==> src/rtl/counter_load_oe_param_if.sv <==
// rtl/counter_load_oe_param_if.sv - control/data bundle for the parametrised load/OE counter
interface counter_load_oe_param_if #(
  parameter int WIDTH = 4
);
  logic             EN;
  logic             LD;
  logic             OE;
  logic             UP;
  logic [1:0]       MODE;
  logic [WIDTH-1:0] D;
  logic [WIDTH-1:0] Y;
  logic             TC;
  logic             DONE;

  modport master (
    output EN, LD, OE, UP, MODE, D,
    input  Y, TC, DONE
  );

  modport slave (
    input  EN, LD, OE, UP, MODE, D,
    output Y, TC, DONE
  );
endinterface

==> src/rtl/counter_load_oe_param.sv <==
// rtl/counter_load_oe_param.sv - up/down modulus counter with load, output enable and wrap/saturate/one-shot modes
module counter_load_oe_param #(
  parameter int WIDTH   = 4,
  parameter int MAX_VAL = (2 ** WIDTH) - 1
) (
  input  logic                     clk,
  input  logic                     RST_N,
  counter_load_oe_param_if.slave   bus
);

  localparam logic [WIDTH-1:0] MAX_V = WIDTH'(MAX_VAL);
  localparam logic [WIDTH-1:0] ZERO  = '0;
  localparam logic [WIDTH-1:0] ONE   = WIDTH'(1);

  localparam logic [1:0] MODE_SAT  = 2'b01;
  localparam logic [1:0] MODE_ONCE = 2'b10;

  typedef enum logic {
    RUN  = 1'b0,
    HALT = 1'b1
  } state_t;

  state_t           state_q, state_d;
  logic [WIDTH-1:0] cnt_q, cnt_d;
  logic             done_q, done_d;

  logic [WIDTH-1:0] tv;
  logic             at_tv;
  logic             running;

  // Terminal value follows UP immediately so TC can be used for cascading in either direction
  assign tv      = bus.UP ? MAX_V : ZERO;
  assign at_tv   = (cnt_q == tv);
  assign running = (state_q == RUN);

  // RST_N gating keeps TC low while reset is held even when cnt=0 matches a down-count terminal
  assign bus.TC   = RST_N & bus.EN & at_tv & ~bus.LD & running;
  assign bus.Y    = bus.OE ? cnt_q : ZERO;
  assign bus.DONE = done_q;

  // Next-state: load beats enable; HALT ignores EN; wrap is explicit so non-power-of-two moduli work
  always_comb begin
    cnt_d   = cnt_q;
    done_d  = done_q;
    state_d = state_q;
    if (bus.LD) begin
      cnt_d   = (bus.D > MAX_V) ? MAX_V : bus.D;
      done_d  = 1'b0;
      state_d = RUN;
    end else if (running && bus.EN) begin
      if (!at_tv) begin
        cnt_d = bus.UP ? (cnt_q + ONE) : (cnt_q - ONE);
      end else begin
        case (bus.MODE)
          MODE_SAT: cnt_d = cnt_q;
          MODE_ONCE: begin
            done_d  = 1'b1;
            state_d = HALT;
          end
          default: cnt_d = bus.UP ? ZERO : MAX_V;
        endcase
      end
    end
  end

  // Count, sticky DONE and RUN/HALT state, all cleared asynchronously
  always_ff @(posedge clk or negedge RST_N) begin
    if (!RST_N) begin
      cnt_q   <= ZERO;
      done_q  <= 1'b0;
      state_q <= RUN;
    end else begin
      cnt_q   <= cnt_d;
      done_q  <= done_d;
      state_q <= state_d;
    end
  end

endmodule

==> src/flat_wrapper.sv <==
// flat-port wrapper written by rule: the top's interface ports become plain ports
module counter_load_oe_param_flat 
#(
  parameter int WIDTH   = 4,
  parameter int MAX_VAL = (2 ** WIDTH) - 1
)
  (clk, RST_N, bus_EN, bus_LD, bus_OE, bus_UP, bus_MODE, bus_D, bus_Y, bus_TC, bus_DONE);
  counter_load_oe_param_if #(.WIDTH(WIDTH)) bus_i ();
  input  logic clk;
  input  logic RST_N;
  input wire logic [$bits(bus_i.EN)-1:0] bus_EN;
  input wire logic [$bits(bus_i.LD)-1:0] bus_LD;
  input wire logic [$bits(bus_i.OE)-1:0] bus_OE;
  input wire logic [$bits(bus_i.UP)-1:0] bus_UP;
  input wire logic [$bits(bus_i.MODE)-1:0] bus_MODE;
  input wire logic [$bits(bus_i.D)-1:0] bus_D;
  output wire logic [$bits(bus_i.Y)-1:0] bus_Y;
  output wire logic [$bits(bus_i.TC)-1:0] bus_TC;
  output wire logic [$bits(bus_i.DONE)-1:0] bus_DONE;
  assign bus_i.EN = bus_EN;
  assign bus_i.LD = bus_LD;
  assign bus_i.OE = bus_OE;
  assign bus_i.UP = bus_UP;
  assign bus_i.MODE = bus_MODE;
  assign bus_i.D = bus_D;
  assign bus_Y = bus_i.Y;
  assign bus_TC = bus_i.TC;
  assign bus_DONE = bus_i.DONE;
  counter_load_oe_param #(.WIDTH(WIDTH), .MAX_VAL(MAX_VAL)) u_core (.clk(clk), .RST_N(RST_N), .bus(bus_i));
endmodule
==> config.mk <==
export PLATFORM = sky130hd
export DESIGN_NAME = counter_load_oe_param_flat
export DESIGN_NICKNAME = d
export VERILOG_FILES = /design/src/rtl/counter_load_oe_param_if.sv /design/src/rtl/counter_load_oe_param.sv /design/src/flat_wrapper.sv
export SDC_FILE = /design/constraint.sdc
export NUM_CORES = 1
export LEC_CHECK = 0
export ABC_CLOCK_PERIOD_IN_PS = 2500
export BUFFER_PORTS_ARGS = -buffer_cell sky130_fd_sc_hd__buf_4
export CORE_AREA = 3 3 40 42
export DETAILED_ROUTE_END_ITERATION = 6
export DIE_AREA = 0 0 43 45
export GPL_TIMING_DRIVEN = 0
export PLACE_DENSITY = 0.72
export SKIP_LAST_GASP = 1
export SLEW_MARGIN = 20
export SYNTH_ARGS = -nofsm -noshare
export SYNTH_HDL_FRONTEND = slang
export SYNTH_SLANG_ARGS = --single-unit
==> constraint.sdc <==
create_clock -name clk -period 2.5 [get_ports clk]
set_clock_uncertainty 0.2 [all_clocks]
set_input_delay 0.25 -clock clk [delete_from_list [all_inputs] [get_ports clk]]
set_output_delay 0.25 -clock clk [all_outputs]
set_load 0.02 [all_outputs]
==> After elaboration in Yosys (flattened, before gate mapping) <==
Cells that the tools add are included.
{ "totals": {"word_cells": 35, "romBits": 0, "memories": 0, "regBits": 5, "ramBits": 0, "in_bits": 12, "latch_bits": 0} }
{ "op_classes": {"bitwise_logic": 6, "n_eq_ne": 4, "multipliers": 0, "mux": 13, "div_mod_pow": 0, "n_reduce_logical": 7, "magnitude_cmp": 1, "add_sub_neg": 2, "n_shift": 0} }
{ "ops": {"columns": ["cell", "n"], "rows": [
  ["2-to-1 mux 4 bit", 9],
  ["nonzero test 2 bit", 3],
  ["adder 4 x 1 -> 4 bit, second input constant", 1],
  ["AND 1 bit", 4],
  ["equality test 4 bit", 1],
  ["> comparator 4 bit, second input constant", 1],
  ["2-to-1 mux 1 bit", 4],
  ["subtractor 4 x 1 -> 4 bit, second input constant", 1],
  ["!= test 3 bit, second input constant", 1],
  ["AND reduction 3 bit", 1],
  ["equality test 2 x 1 -> 1 bit, second input constant", 1],
  ["equality test 2 bit, second input constant", 1],
  ["NOT 1 bit", 2],
  ["AND reduction 2 bit", 1],
  ["OR reduction 2 bit", 1],
  ["logical AND 1 bit", 1]
]} }

==> Depth between registers and ports, before layout <==
{ "logic_depth": {"depth_word": 6, "ltp_mapped": 7, "depth_no_buf": 6} }

==> Worst setup path before layout <==
Ideal clock, no wire load.
{ "synth_timing": {"path_kind": "reg-to-reg", "start": "register u_core.cnt_q[3]", "end": "register u_core.cnt_q[0]", "n_path_buf": 0, "stages_incl_launch_ff": 4, "required_time_ps": 2174, "arrival_time_ps": 1458, "slack_ps": 715, "setup_ps": 126, "path_cell_list": "dfrtp_1 > or3_4 > a211o_1 > a311o_1"} }
{ "synth_via": {"elab_chain_cells": 4, "elab_cells_between_ends": 6, "cone_classes": "eq/ne (2); mux (3); reduce/logical (1)"} }
{ "synth_rtl": {"columns": ["element", "line", "text"], "rows": [
  ["start, declared", "counter_load_oe_param.sv:24", "logic [WIDTH-1:0] cnt_q, cnt_d;"],
  ["start signal, assigned", "counter_load_oe_param.sv:73", "cnt_q <= cnt_d;"],
  ["equality test 4 bit *", "counter_load_oe_param.sv:33", "assign at_tv = (cnt_q == tv);"],
  ["2-to-1 mux 4 bit", "counter_load_oe_param.sv:51", "if (!at_tv) begin"],
  ["2-to-1 mux 4 bit", "counter_load_oe_param.sv:50", "end else if (running && bus.EN) begin"],
  ["2-to-1 mux 4 bit", "counter_load_oe_param.sv:46", "if (bus.LD) begin"]
]} }
Every way passes the cells marked *; elsewhere a longest branch is shown, timed or not. The select of a mux whose other input is x is not followed.
A chain may end at the register's enable or synchronous reset.

==> Worst setup path after layout <==
{ "layout_timing": {"start": "register u_core.cnt_q[3]", "end": "output bus_TC"} }
{ "layout_via": {"elab_chain_cells": 4} }
{ "layout_rtl": {"columns": ["element", "line", "text"], "rows": [
  ["equality test 4 bit", "counter_load_oe_param.sv:33", null],
  ["AND 1 bit (3 in a row)", "counter_load_oe_param.sv:37", "assign bus.TC = RST_N & bus.EN & at_tv & ~bus.LD & running;"],
  ["end, declared", "flat_wrapper.sv:18", "output wire logic [$bits(bus_i.TC)-1:0] bus_TC;"]
]} }
Every way passes these cells.

==> metrics.log <==
INFO  metric start_util = 38.9%
INFO  metric finalCritPeriodShare = 86.3%
INFO  metric commonest_non_fill_non_tap_cell_in_the_layout = sky130_fd_sc_hd__buf_4
INFO  metric timing.max_slew.rel_slack = 71.4%
INFO  metric hp-class = input pin to register
INFO  metric floorplan.rows = 13
INFO  metric layout.nets = 96
INFO  metric yosysWarningCount = 0
INFO  metric antennaDiodeCount = 0
INFO  metric cts.clk_slew.worst_paths = 50 ps
INFO  metric first_iter_violations = 18
INFO  metric core-area = 1280 um^2
INFO  metric top_level_ports = 18
INFO  metric use_met2 = 22.5%
INFO  metric pins_over_their_slew_limit = 0
INFO  metric synthCells = 58
INFO  metric post_route_cells_drive_above_1_share = 27.8%
INFO  metric crit_required = 2050 ps
INFO  metric synth_area_leader_cell = sky130_fd_sc_hd__dfrtp_1
INFO  metric proportion_of_synthesized_chip_area_in_sequential_cells = 25.1%
INFO  metric powerDensity = 514 nW/um^2
INFO  metric syn-num-nets = 74
INFO  metric dp_hpwl = 996 um
INFO  metric synthSimpleGateAreaFrac = 25.8%
INFO  metric fmaxAchievable = 0.464 GHz
INFO  metric grt_first_pass_wirelength = 2.02 mm
INFO  metric post_cts.repair.setup_buffers = 0
INFO  metric buffers_on_ports = 16
INFO  metric drc_errors = 0
INFO  metric finalPower = 0.347 mW
INFO  metric outcome = finished, final reports clean
INFO  metric cts_bufs_inserted = 3
INFO  metric hold_fails_final_rpt = 0
INFO  metric synth_xor_area_share = 1.75%
INFO  metric worst_slew_pin_slew = 430 ps
INFO  metric clock_tree.root_cell = sky130_fd_sc_hd__clkbuf_4
INFO  metric finalWirelength = 1.24 mm
INFO  metric setup.worst_path.class = register to output port
INFO  metric routed_via_count = 498
INFO  metric use_met1 = 18.7%
INFO  metric rsz_0062_raised_after_global_routing = false
INFO  metric synthesis.area_per_instance = 8.61 um^2
INFO  metric grt_max_degree = 11
INFO  metric drt_first_pass_iters = 4
INFO  metric finalHoldWorstSlack = 78.2 ps
INFO  metric netSwitchingFraction = 35.8%
INFO  metric netlist_top_cells_area = sky130_fd_sc_hd__dfrtp_1, sky130_fd_sc_hd__and2_1, sky130_fd_sc_hd__ha_1, sky130_fd_sc_hd__a222oi_1, sky130_fd_sc_hd__inv_1
INFO  metric clkPwrFrac = 27.0%
INFO  metric total_congestion_overflow = 0
INFO  metric grtUsageMet3 = 2.79%
INFO  metric ys_seq_elements = 5
INFO  metric antenna_found_initial = 0
INFO  metric synth_enable_flop_cells = 0
INFO  metric track_usage = 14.5%
INFO  metric area_delta_synth_final = 35.1%
INFO  metric ant_nets = 0
INFO  metric critical_path.startpoint_type = register
INFO  metric floorplan.die_area = 1940 um^2
INFO  metric final_cell_mix = sky130_fd_sc_hd__buf_4, sky130_fd_sc_hd__inv_1, sky130_fd_sc_hd__and2_1, sky130_fd_sc_hd__dfrtp_1
INFO  metric main_combinational_cell_family_by_area_after_synthesis = simple AND/OR/NAND/NOR gates
INFO  metric wire_per_inst = 13.2 um
INFO  metric synth_top_area_share = 25.1%
INFO  metric syn-cell-area = 499 um^2
INFO  metric yosys.area_share.adder = 11.5%
INFO  metric power.share.sequential = 32.3%
INFO  metric power.net_switching = 0.124 mW
INFO  metric gr-max-usage-layer = met2
INFO  metric die-width = 43 um
INFO  metric synth-compound-area-share = 24.3%
INFO  metric clock_sink_count = 5
INFO  metric power_frac_comb = 40.7%
INFO  metric critical_path.max_fanout = 8
INFO  metric postSynth.asyncResetShare = 100%
INFO  metric synthMuxAreaShare = 4.01%
INFO  metric p_int = 0.223 mW
INFO  metric power.leakage = 0.318 nW
INFO  metric route.detailed.vias_per_inst = 5.30
INFO  metric synth_top_flop_cell = sky130_fd_sc_hd__dfrtp_1
INFO  metric die_y = 45 um
INFO  metric crit_path_end_kind = output port
INFO  metric arrival = 1710 ps
INFO  metric setup_viol = 0
INFO  metric netlist-cell-type-count = 27
INFO  metric first_global_vias = 453
INFO  metric global_placer_s_final_weighted_congestion = 0.752
INFO  metric vdd_ir_drop_max = 0.219 mV
INFO  metric cts_tree = yes
INFO  metric tns = 0 ps
INFO  metric clock_latency_of_the_later_clocked_register_in_the_worst_skew_pair = 240 ps
INFO  metric layout_min_cycle_time = 2160 ps
INFO  metric timing.max_cap.violations = 0
INFO  metric htree_levels = 1
INFO  metric max-clock-path-buffers = 2
[sequential cells by signal, indices dropped and copies added, names as in the netlist]
signal           cells
u_core.cnt_q         4
u_core.bus.DONE      1
[critical path: stages, from the launching register on]
cell	delay [ps]
sky130_fd_sc_hd__dfrtp_1	460
sky130_fd_sc_hd__or3_4	420
sky130_fd_sc_hd__a21oi_4	240
sky130_fd_sc_hd__and3_1	200
sky130_fd_sc_hd__buf_4	140
[power by group through the flow]
stage	registers (mW)	clock network [mW]	logic [mW]
after global routing	0.114	0.103	0.158
after detailed placement	0.112	0	0.140
final	0.112	0.0935	0.141
after global placement	0.112	0	0.135
after CTS	0.111	0.0975	0.142
after floorplan	0.107	0	0.0980
[stage by stage]
| step | utilization, % | setup slack (ps) | cells | cell area, um^2 |
|---|---|---|---|---|
| 5_1_grt | 52.5 | 248 | 94 | 674 |
| 4_1_cts | 52.5 | 347 | 94 | 674 |
| 2_1_floorplan | - | 715 | 58 | 499 |
| 6_report | 52.5 | 343 | 94 | 674 |
| 3_3_place_gp | 49.7 | 619 | 89 | 638 |
| 3_5_place_dp | 49.7 | 581 | 89 | 638 |
[cell usage after synthesis (2+ instances only)]
master                     count
sky130_fd_sc_hd__inv_1         6
sky130_fd_sc_hd__a31oi_1       2
sky130_fd_sc_hd__nor2_1        4
sky130_fd_sc_hd__nand2b_1      2
sky130_fd_sc_hd__and2_1        6
sky130_fd_sc_hd__ha_1          3
sky130_fd_sc_hd__nand2_1       3
sky130_fd_sc_hd__dfrtp_1       5
sky130_fd_sc_hd__mux2i_1       2
sky130_fd_sc_hd__a222oi_1      3
sky130_fd_sc_hd__nand3_1       2
sky130_fd_sc_hd__nor2b_1       2
sky130_fd_sc_hd__a21oi_1       4
[cell families after synthesis]
logic type               Yosys count
AO/OA/AOI/OAI                     15
XOR/XNOR                           1
adder cells (fa/ha/maj)            4
buffers and inverters              8
flip-flops                         5
multiplexers                       2
AND/OR/NAND/NOR                   23
[final timing paths]
check	slack, ps	cells past startpoint	start	endpoint
max	340	4	u_core.cnt_q[3]	bus_TC
min	80	3	bus_D[1]	u_core.cnt_q[1]
max reg2reg	600	3	u_core.cnt_q[3]	u_core.cnt_q[0]
min reg2reg	350	2	u_core.bus.DONE	u_core.bus.DONE
max in group asynchronous	1840	2	RST_N	u_core.cnt_q[3]
min in group asynchronous	150	2	RST_N	u_core.bus.DONE
[area by class of cell]
cell class	instances	area (um^2)
tap	15	18.8
fill	125	611
timing repair buffer	17	130
multi-input combinational	45	337
buffer	2	15.0
sequential	5	125
inverter	6	22.5
clock buffer	4	26.3
[repair_timing]
| action | CTS | global route |
|---|---|---|
| setup endpoints to repair | 0 | 0 |
| gates resized for setup | 0 | 0 |
| hold buffers | 1 | 0 |
| endpoints found under the hold margin | 5 | 0 |
[routing by layer]
metal,wire length (um),up-vias
met4,0,0
met3,114,0
li1,-,250
met1,548,227
met5,0,-
met2,576,21
Power figures use the tool's default switching activity.
